## config.mk

```make
export PLATFORM = sky130hd
export DESIGN_NAME = spi_master
export DESIGN_NICKNAME = d
export VERILOG_FILES = /design/src/rtl/spi_master.sv
export SDC_FILE = /design/constraint.sdc
export NUM_CORES = 1
export LEC_CHECK = 0
export CAP_MARGIN = 20
export CORE_UTILIZATION = 54
export CTS_CLUSTER_SIZE = 24
export DETAILED_ROUTE_END_ITERATION = 10
export GPL_ROUTABILITY_DRIVEN = 0
export HOLD_SLACK_MARGIN = 0.02
export PLACE_DENSITY = 0.83
export RECOVER_POWER = 25
export SETUP_SLACK_MARGIN = 0.05
export SKIP_CTS_REPAIR_TIMING = 1
export SYNTH_ARGS = -nofsm -noshare
export SYNTH_HDL_FRONTEND = slang
export SYNTH_SLANG_ARGS = --single-unit
```

## constraint.sdc

```tcl
create_clock -name clk -period 2.14 [get_ports clk]
set_input_delay 0.428 -clock clk [delete_from_list [all_inputs] [get_ports clk]]
set_output_delay 0.428 -clock clk [all_outputs]
set_load 0.005 [all_outputs]
```

## src/rtl/spi_master.sv

```systemverilog
`timescale 1ns/1ps
`default_nettype none
// +----------------------------------------------------------------------------+
// | spi_master : mode-0 SPI master, 16-bit {addr, rw, data} frames, MSB first. |
// | Optional macro SPI_MASTER_CS_GAP_EN adds a CS_GAP-cycle chip-select gap.   |
// | Revision   : 1.0                                                           |
// +----------------------------------------------------------------------------+
module spi_master #(
    parameter int HALF_PERIOD = 2,
    parameter int CS_GAP      = 4
) (
    input  logic       clk,
    input  logic       reset,
    input  logic       start,
    input  logic       rw,
    input  logic [6:0] addr,
    input  logic [7:0] wdata,
    output logic       busy,
    output logic       done,
    output logic [7:0] rdata,
    output logic       sclk_pin,
    output logic       cs_pin,
    output logic       mosi_pin,
    input  logic       miso_pin
);

    localparam int CW = $clog2(HALF_PERIOD + 1);
    localparam logic [CW-1:0] c_phase_last = CW'(HALF_PERIOD - 1);
    localparam logic [CW-1:0] c_cnt_one    = CW'(1);
    localparam logic [4:0]    c_last_bit   = 5'd16;
    localparam logic [4:0]    c_tail_bit   = 5'd17;
`ifdef SPI_MASTER_CS_GAP_EN
    localparam int GW = $clog2(CS_GAP + 1);
    localparam logic [GW-1:0] c_gap_last = GW'(CS_GAP - 1);
    localparam logic [GW-1:0] c_gap_one  = GW'(1);
`endif

    typedef enum logic [2:0] {
        S_IDLE  = 3'd0,
        S_LEAD  = 3'd1,
        S_SHIFT = 3'd2,
        S_TRAIL = 3'd3,
        S_GAP   = 3'd4
    } state_t;

    state_t        r_state, w_state_n;
    logic [CW-1:0] r_cnt, w_cnt_n;
    logic [4:0]    r_bits, w_bits_n;
    logic [14:0]   r_tx, w_tx_n;
    logic [7:0]    r_rx, w_rx_n;
    logic          r_rw, w_rw_n;
    logic          r_sclk, w_sclk_n;
    logic          r_cs, w_cs_n;
    logic          r_mosi, w_mosi_n;
    logic          r_busy, w_busy_n;
    logic          r_done, w_done_n;
    logic [7:0]    r_rdata, w_rdata_n;
    logic          w_phase_end;
`ifdef SPI_MASTER_CS_GAP_EN
    logic [GW-1:0] r_gap, w_gap_n;
`endif

    assign w_phase_end = (r_cnt == c_phase_last);

    always_comb begin
        w_state_n = r_state;
        w_cnt_n   = r_cnt;
        w_bits_n  = r_bits;
        w_tx_n    = r_tx;
        w_rx_n    = r_rx;
        w_rw_n    = r_rw;
        w_sclk_n  = r_sclk;
        w_cs_n    = r_cs;
        w_mosi_n  = r_mosi;
        w_busy_n  = r_busy;
        w_done_n  = 1'b0;
        w_rdata_n = r_rdata;
`ifdef SPI_MASTER_CS_GAP_EN
        w_gap_n   = r_gap;
`endif
        case (r_state)
            S_IDLE: begin
                if (start) begin
                    // Bit 15 goes straight to the pin; the shifter holds bits 14..0.
                    w_tx_n    = {addr[5:0], rw, (rw ? 8'h00 : wdata)};
                    w_rw_n    = rw;
                    w_mosi_n  = addr[6];
                    w_cs_n    = 1'b0;
                    w_busy_n  = 1'b1;
                    w_cnt_n   = '0;
                    w_bits_n  = '0;
                    w_state_n = S_LEAD;
                end
            end
            S_LEAD: begin
                if (w_phase_end) begin
                    w_cnt_n   = '0;
                    w_sclk_n  = 1'b1;
                    w_bits_n  = r_bits + 5'd1;
                    w_rx_n    = {r_rx[6:0], miso_pin};
                    w_state_n = S_SHIFT;
                end else begin
                    w_cnt_n = r_cnt + c_cnt_one;
                end
            end
            S_SHIFT: begin
                if (w_phase_end) begin
                    w_cnt_n = '0;
                    if (r_sclk) begin
                        w_sclk_n = 1'b0;
                        if (r_bits == c_last_bit) begin
                            w_mosi_n  = 1'b0;
                            w_state_n = S_TRAIL;
                        end else begin
                            w_mosi_n = r_tx[14];
                            w_tx_n   = {r_tx[13:0], 1'b0};
                        end
                    end else begin
                        w_sclk_n = 1'b1;
                        w_bits_n = r_bits + 5'd1;
                        w_rx_n   = {r_rx[6:0], miso_pin};
                    end
                end else begin
                    w_cnt_n = r_cnt + c_cnt_one;
                end
            end
            S_TRAIL: begin
                // Two phases: the final sclk low phase, then the chip-select hold.
                if (w_phase_end) begin
                    w_cnt_n = '0;
                    if (r_bits == c_last_bit) begin
                        w_bits_n = c_tail_bit;
                    end else begin
                        w_cs_n   = 1'b1;
                        w_done_n = 1'b1;
                        if (r_rw) begin
                            w_rdata_n = r_rx;
                        end
`ifdef SPI_MASTER_CS_GAP_EN
                        w_gap_n   = '0;
                        w_state_n = S_GAP;
`else
                        w_busy_n  = 1'b0;
                        w_state_n = S_IDLE;
`endif
                    end
                end else begin
                    w_cnt_n = r_cnt + c_cnt_one;
                end
            end
`ifdef SPI_MASTER_CS_GAP_EN
            S_GAP: begin
                if (r_gap == c_gap_last) begin
                    w_busy_n  = 1'b0;
                    w_state_n = S_IDLE;
                end else begin
                    w_gap_n = r_gap + c_gap_one;
                end
            end
`endif
            default: begin
                w_state_n = S_IDLE;
            end
        endcase
    end

    always_ff @(posedge clk) begin
        if (reset) begin
            r_state <= S_IDLE;
            r_cnt   <= '0;
            r_bits  <= '0;
            r_tx    <= '0;
            r_rx    <= '0;
            r_rw    <= 1'b0;
            r_sclk  <= 1'b0;
            r_cs    <= 1'b1;
            r_mosi  <= 1'b0;
            r_busy  <= 1'b0;
            r_done  <= 1'b0;
            r_rdata <= 8'h00;
`ifdef SPI_MASTER_CS_GAP_EN
            r_gap   <= '0;
`endif
        end else begin
            r_state <= w_state_n;
            r_cnt   <= w_cnt_n;
            r_bits  <= w_bits_n;
            r_tx    <= w_tx_n;
            r_rx    <= w_rx_n;
            r_rw    <= w_rw_n;
            r_sclk  <= w_sclk_n;
            r_cs    <= w_cs_n;
            r_mosi  <= w_mosi_n;
            r_busy  <= w_busy_n;
            r_done  <= w_done_n;
            r_rdata <= w_rdata_n;
`ifdef SPI_MASTER_CS_GAP_EN
            r_gap   <= w_gap_n;
`endif
        end
    end

    assign busy     = r_busy;
    assign done     = r_done;
    assign rdata    = r_rdata;
    assign sclk_pin = r_sclk;
    assign cs_pin   = r_cs;
    assign mosi_pin = r_mosi;

endmodule
`default_nettype wire

```

* Word-level counts from Yosys, hierarchy flattened *
Index checks and enable logic that the tools add are counted.

operators by class
  add/subtract/negate cells = 2
  equal/unequal tests = 15
  multiplexer cells = 46
  bitwise logic cells = 3
  reductions and logical operators = 18

operators by type and width
  kind                                                  number
  2-to-1 mux 15 bit                                     4
  2-to-1 mux 8 bit                                      4
  2-to-1 mux 5 bit                                      6
  one-hot mux 15 bit (2 select lines)                   1
  2-to-1 mux 3 bit                                      7
  inequality test 2 bit (second input constant)         10
  one-hot mux 5 bit (4 select lines)                    1
  one-hot mux 8 bit (2 select lines)                    1
  AND reduction 4 bit                                   4
  2-to-1 mux 1 bit                                      14
  AND reduction 7 bit                                   2
  one-hot mux 3 bit (4 select lines)                    1
  one-hot mux 1 bit (2 select lines)                    4
  nonzero test 2 bit                                    4
  equality test 3 x 2 -> 1 bit (second input constant)  2
  OR reduction 3 bit                                    2
  adder 5 x 1 -> 5 bit (second input constant)          1
  equality test 5 bit (second input constant)           1
  AND reduction 5 bit                                   1
  2-to-1 mux 2 bit                                      2
  one-hot mux 2 bit (2 select lines)                    1
  AND reduction 2 bit                                   2
  nonzero test 4 bit                                    1
  equality test 3 x 1 -> 1 bit (second input constant)  1
  other kinds (5)                                       7

word-level totals
  register bits = 47
  bits of input ports = 20
  logic and storage cells = 96

* Logic depth before layout (Yosys ltp) *
Gate-level depths: netlist of the first run.

  depth in word-level cells = 5
  mapped depth = 7

* Least setup slack after synthesis of the first run *
Ideal clock, no wire load.

  path type = register -> register
  from = register r_state[0]
  to = register r_tx[8]
  library setup time = 132 ps
  arrival = 1519 ps
  data required time = 2008 ps
  slack = 489 ps
  cell stages (with the launch flop) = 8
  buffers on the path = 1
  cell sequence = dfxtp_1 > inv_1 > ha_1 > buf_4 > mux2i_2 > nor2_1 > a22oi_1 > a31oi_1

between the ends
  longest elaborated chain between the ends = 3
  elaborated cells between the ends (all ways) = 9

RTL lines
  element                                                                       RTL line  RTL
  start, declared                                                               46        state_t r_state, w_state_n;
  start signal, assigned                                                        185       r_state <= w_state_n;
  equality test 3 x 2 -> 1 bit / logical NOT 3 bit (equally long branches)      81        case (r_state)
  inequality test 2 bit (no line) / nonzero test 2 bit (equally long branches)  -
  AND reduction 5 bit (no line)                                                 -
  end signal, assigned                                                          188       r_tx <= w_tx_n;
  end, declared                                                                 49        logic [14:0] r_tx, w_tx_n;

Several ways; a longest one is shown, not always the timed one.
A chain may end at the register's enable or synchronous reset.

* Worst setup path in the final report of the first run *
  from = register r_state[0]
  to = register r_tx[7]

Same word-level chain as after synthesis.

==> summary.txt, run 1 <==
Timing
  – RSZ-0062 raised after global routing: no
  – Worst-Margin Slew: 581 ps
  – PnR worst setup slack: 211 ps
  – Final Skew: around 7.0 ps
  – Setup TNS: 0 ps
  – Achievable Freq: between 500 and 600 MHz
  – Max-slew headroom: 61.2%
  – Pins Over Slew Limit: 0
  – Final Hold Fails: 0
  – Period utilization: about 90%
  – Setup-failing EPs final: 0
  – Crit path time final: 1930 ps

Synth
  – Flops & latches, synth: 46
  – Dominant synthesized flop cell: dfxtp_1
  – Post-synthesis async set-or-reset flop share: 0%
  – Syn nets: 301
  – Mapped Area: 2370 um2
  – Cells after synthesis: 275
  – Post-Syn Area per Cell: 8.60 um2
  – Sequential area share after synthesis: 38.9%
  – Most common cell in the netlist: dfxtp_1
  – Post-synth EDFFs: 0
  – Synth cell types: 45
  – Leading area contributor after synthesis: dfxtp_1
  – Synth area leaders: dfxtp_1, a21oi_1, nand3_1
  – Post-synth top area share: 38.9%
  – Synth top cells by count: dfxtp_1, a21oi_1, nand3_1
  – Yosys Warn Count: 0

Setup path
  – R2R Setup Slk: 210 ps
  – Slowest cell delay on critical path: 440 ps
  – Crit Path Category: flip-flop to flip-flop
  – Nature of the critical path endpoint: flip-flop
  – Critical path, cell by cell: inv_1 > ha_1 > buf_4 > mux2_4 > and3_1 > a21oi_1 > a31oi_1
  – Crit path arrival time: about 2100 ps
  – CP Max Fanout: 24
  – CP Launch Type: flip-flop
  – Slowest library cell on the worst path: dfxtp_1
  – WP buf/inv: 2
  – Critical path required time: 2320 ps
  – Top delay family on crit path: flip-flops

Place
  – Inst Count DP: 348
  – Buffers on Ports: 32
  – Place WS: ~170 ps
  – Hpwl dp: 3.72 mm

Pwr
  – IR drop worst, VDD: 541 uV
  – Clock power share: roughly 18%
  – Internal Power: approximately 0.0017 W
  – Psw: 0.00134 W
  – Switching Fraction: 44.2%
  – Pwr per Cell Area: approximately 1100 nW/um2
  – Cell leakage power: 1.04 nW
  – Flop pwr share: 36.1%
  – Comb power frac: between 40% and 50%

Global route
  – Initial antenna violation count: 0
  – First-pass GRT wire length: 9.26 mm
  – Grt ovf: 0
  – Largest net degree at the start of global routing: 35
  – Vias in the first global route: 2067
  – Total track usage: a little over a quarter

Detailed routing
  – Total Wirelength: approximately 5.6 mm
  – Final antenna-violating net count: 0
  – Total number of vias: 2282
  – # DRC: 0
  – Vias per cell: around 6.4
  – Routed len/inst: between 15 and 20 um
  – First drt pass iteration count: 4
  – DRT iter0 DRCs: 313

Clock tree
  – Cts bufs inserted: 5
  – H-tree depth: 2
  – Clock-pin slew of the registers on the worst-case setup and hold paths: ~90 ps
  – CTS root buffer: clkbuf_8
  – Clock Latency Late Sink: between 300 and 400 ps
  – Clock sinks: 46
  – Clock buffer depth: 2
  – CTS tree: done

Final layout
  – Fillcell total: 355
  – Area of the multi-input gates: 1280 um2
  – Sequential cell area: just over 900 um2
  – Final nets: 331
  – Final Core Density: 67.6%
  – Final std cells w/o fill: 356
  – Ant diodes: 0
  – Layout cells sized above 1: approximately 8.8%
  – P&R area growth vs syn: 17.7%

Die
  – Die Ht: approximately 70 um
  – Row count: 23
  – Boundary pin count: 33
  – Placeable Area: 4120 um2
  – Initial Utilization: 57.5%
  – Die area: 4650 um2
  – Chip width: between 60 and 70 um

Flow run
  – Max cap viols: 0

Outcome
  – Status: complete, no violations

Worst hold path
  – Hold Crit Class: flip-flop to flip-flop
metrics by stage:
stage	total power, W	hold WS (ps)	area (um2)
floorplan	0.00216	428	2370
detailed placement	0.00242	468	2680
global route	0.00322	505	2780
finish	0.00303	478	2780
global placement	0.00240	436	2680
CTS	0.00298	482	2770
cells by family (layout without fill, tap and decap cells):
| group | count (synthesis) | count (layout) | share of synthesized area, % |
|---|---|---|---|
| adder cells (fa/ha/maj) | 6 | 6 | 3.17 |
| XOR/XNOR | 1 | 1 | 0.370 |
| AND/OR/NAND/NOR | 102 | 102 | 25.1 |
| flip-flops | 46 | 46 | 38.9 |
| multiplexers | 10 | 10 | 4.44 |
| AO/OA/AOI/OAI | 82 | 82 | 20.5 |
| buffers and inverters | 28 | 59 | 7.51 |
cells in the final DEF, fill, tap and decap left out, types with 4 or more instances in the layout:
cell type and count:
clkdlybuf4s50_1 24, o21ai_0 11, inv_1 9, mux2i_1 8, ha_1 6, clkbuf_8 5
nand4_1 19, a21oi_1 32, nand2_1 4, buf_4 10, and3_1 8, a22oi_1 7
dlygate4sd3_1 8, dfxtp_1 46, nor2_1 19, nand2b_1 5, a31oi_1 16, nand3_1 31
worst min-delay path, cell delays in order, from the launching register on:
cell and delay [ps]:
dfxtp_1 330, nand3_1 70, a21oi_1 40
flip-flops by register name, summed over array words and instances, names as in the netlist:
register	count
r_tx	15
r_rx	8
rdata	8
r_bits	5
r_cnt	2
r_state	2
busy	1
cs_pin	1
done	1
mosi_pin	1
r_rw	1
sclk_pin	1
power by group through the flow:
stage	combinational, W	clock (W)	sequential, W
2_1_floorplan	0.00108	0	0.00108
4_1_cts	0.00133	0.000566	0.00109
5_1_grt	0.00152	0.000595	0.00111
6_report	0.00138	0.000552	0.00110
3_3_place_gp	0.00130	0	0.00110
3_5_place_dp	0.00132	0	0.00111
routing by layer:
metal / up-vias / GRT usage (%) / share of wire, %
li1: 1095 / - / -
met3: 12 / 4.83 / 6.3
met2: 103 / 39.8 / 47
met1: 1072 / 35.6 / 45
met4: 0 / 13.0 / 1.8
met5: - / 0 / 0
final cells by class:
cell class              instances  area share, %
multi-input cells             201           45.9
flip-flops and latches         46           33.1
repair buffers                 42           14.2
clock buffers                   5           2.47
well taps                      50           2.25
inverters                       9           1.21
clock inverters                 3          0.899
path summary, 6_finish.rpt:
kind,startpoint,endpoint,depth (start not counted)
setup reg to reg,r_state[0],r_tx[7],7
hold reg to reg,r_cnt[1],r_cnt[1],2
hold / removal,r_cnt[1],r_cnt[1],2
setup / recovery,r_state[0],r_tx[7],7
Power figures use the tool's default switching activity.
==> inputs of run 2 (changes only) <==
--- a/config.mk
+++ b/config.mk
@@ -15,6 +15,7 @@
 export RECOVER_POWER = 25
 export SETUP_SLACK_MARGIN = 0.05
 export SKIP_CTS_REPAIR_TIMING = 1
+export SLEW_MARGIN = 20
 export SYNTH_ARGS = -nofsm -noshare
 export SYNTH_HDL_FRONTEND = slang
 export SYNTH_SLANG_ARGS = --single-unit
==> results of run 2 <==
The final DEF is identical to that of run 1; final timing and power are the same.
==> inputs of run 3 (changes only) <==
--- a/config.mk
+++ b/config.mk
@@ -10,7 +10,6 @@
 export CTS_CLUSTER_SIZE = 24
 export DETAILED_ROUTE_END_ITERATION = 10
 export GPL_ROUTABILITY_DRIVEN = 0
-export HOLD_SLACK_MARGIN = 0.02
 export PLACE_DENSITY = 0.83
 export RECOVER_POWER = 25
 export SETUP_SLACK_MARGIN = 0.05
==> results of run 3 <==
The final DEF is identical to that of run 1; final timing and power are the same.
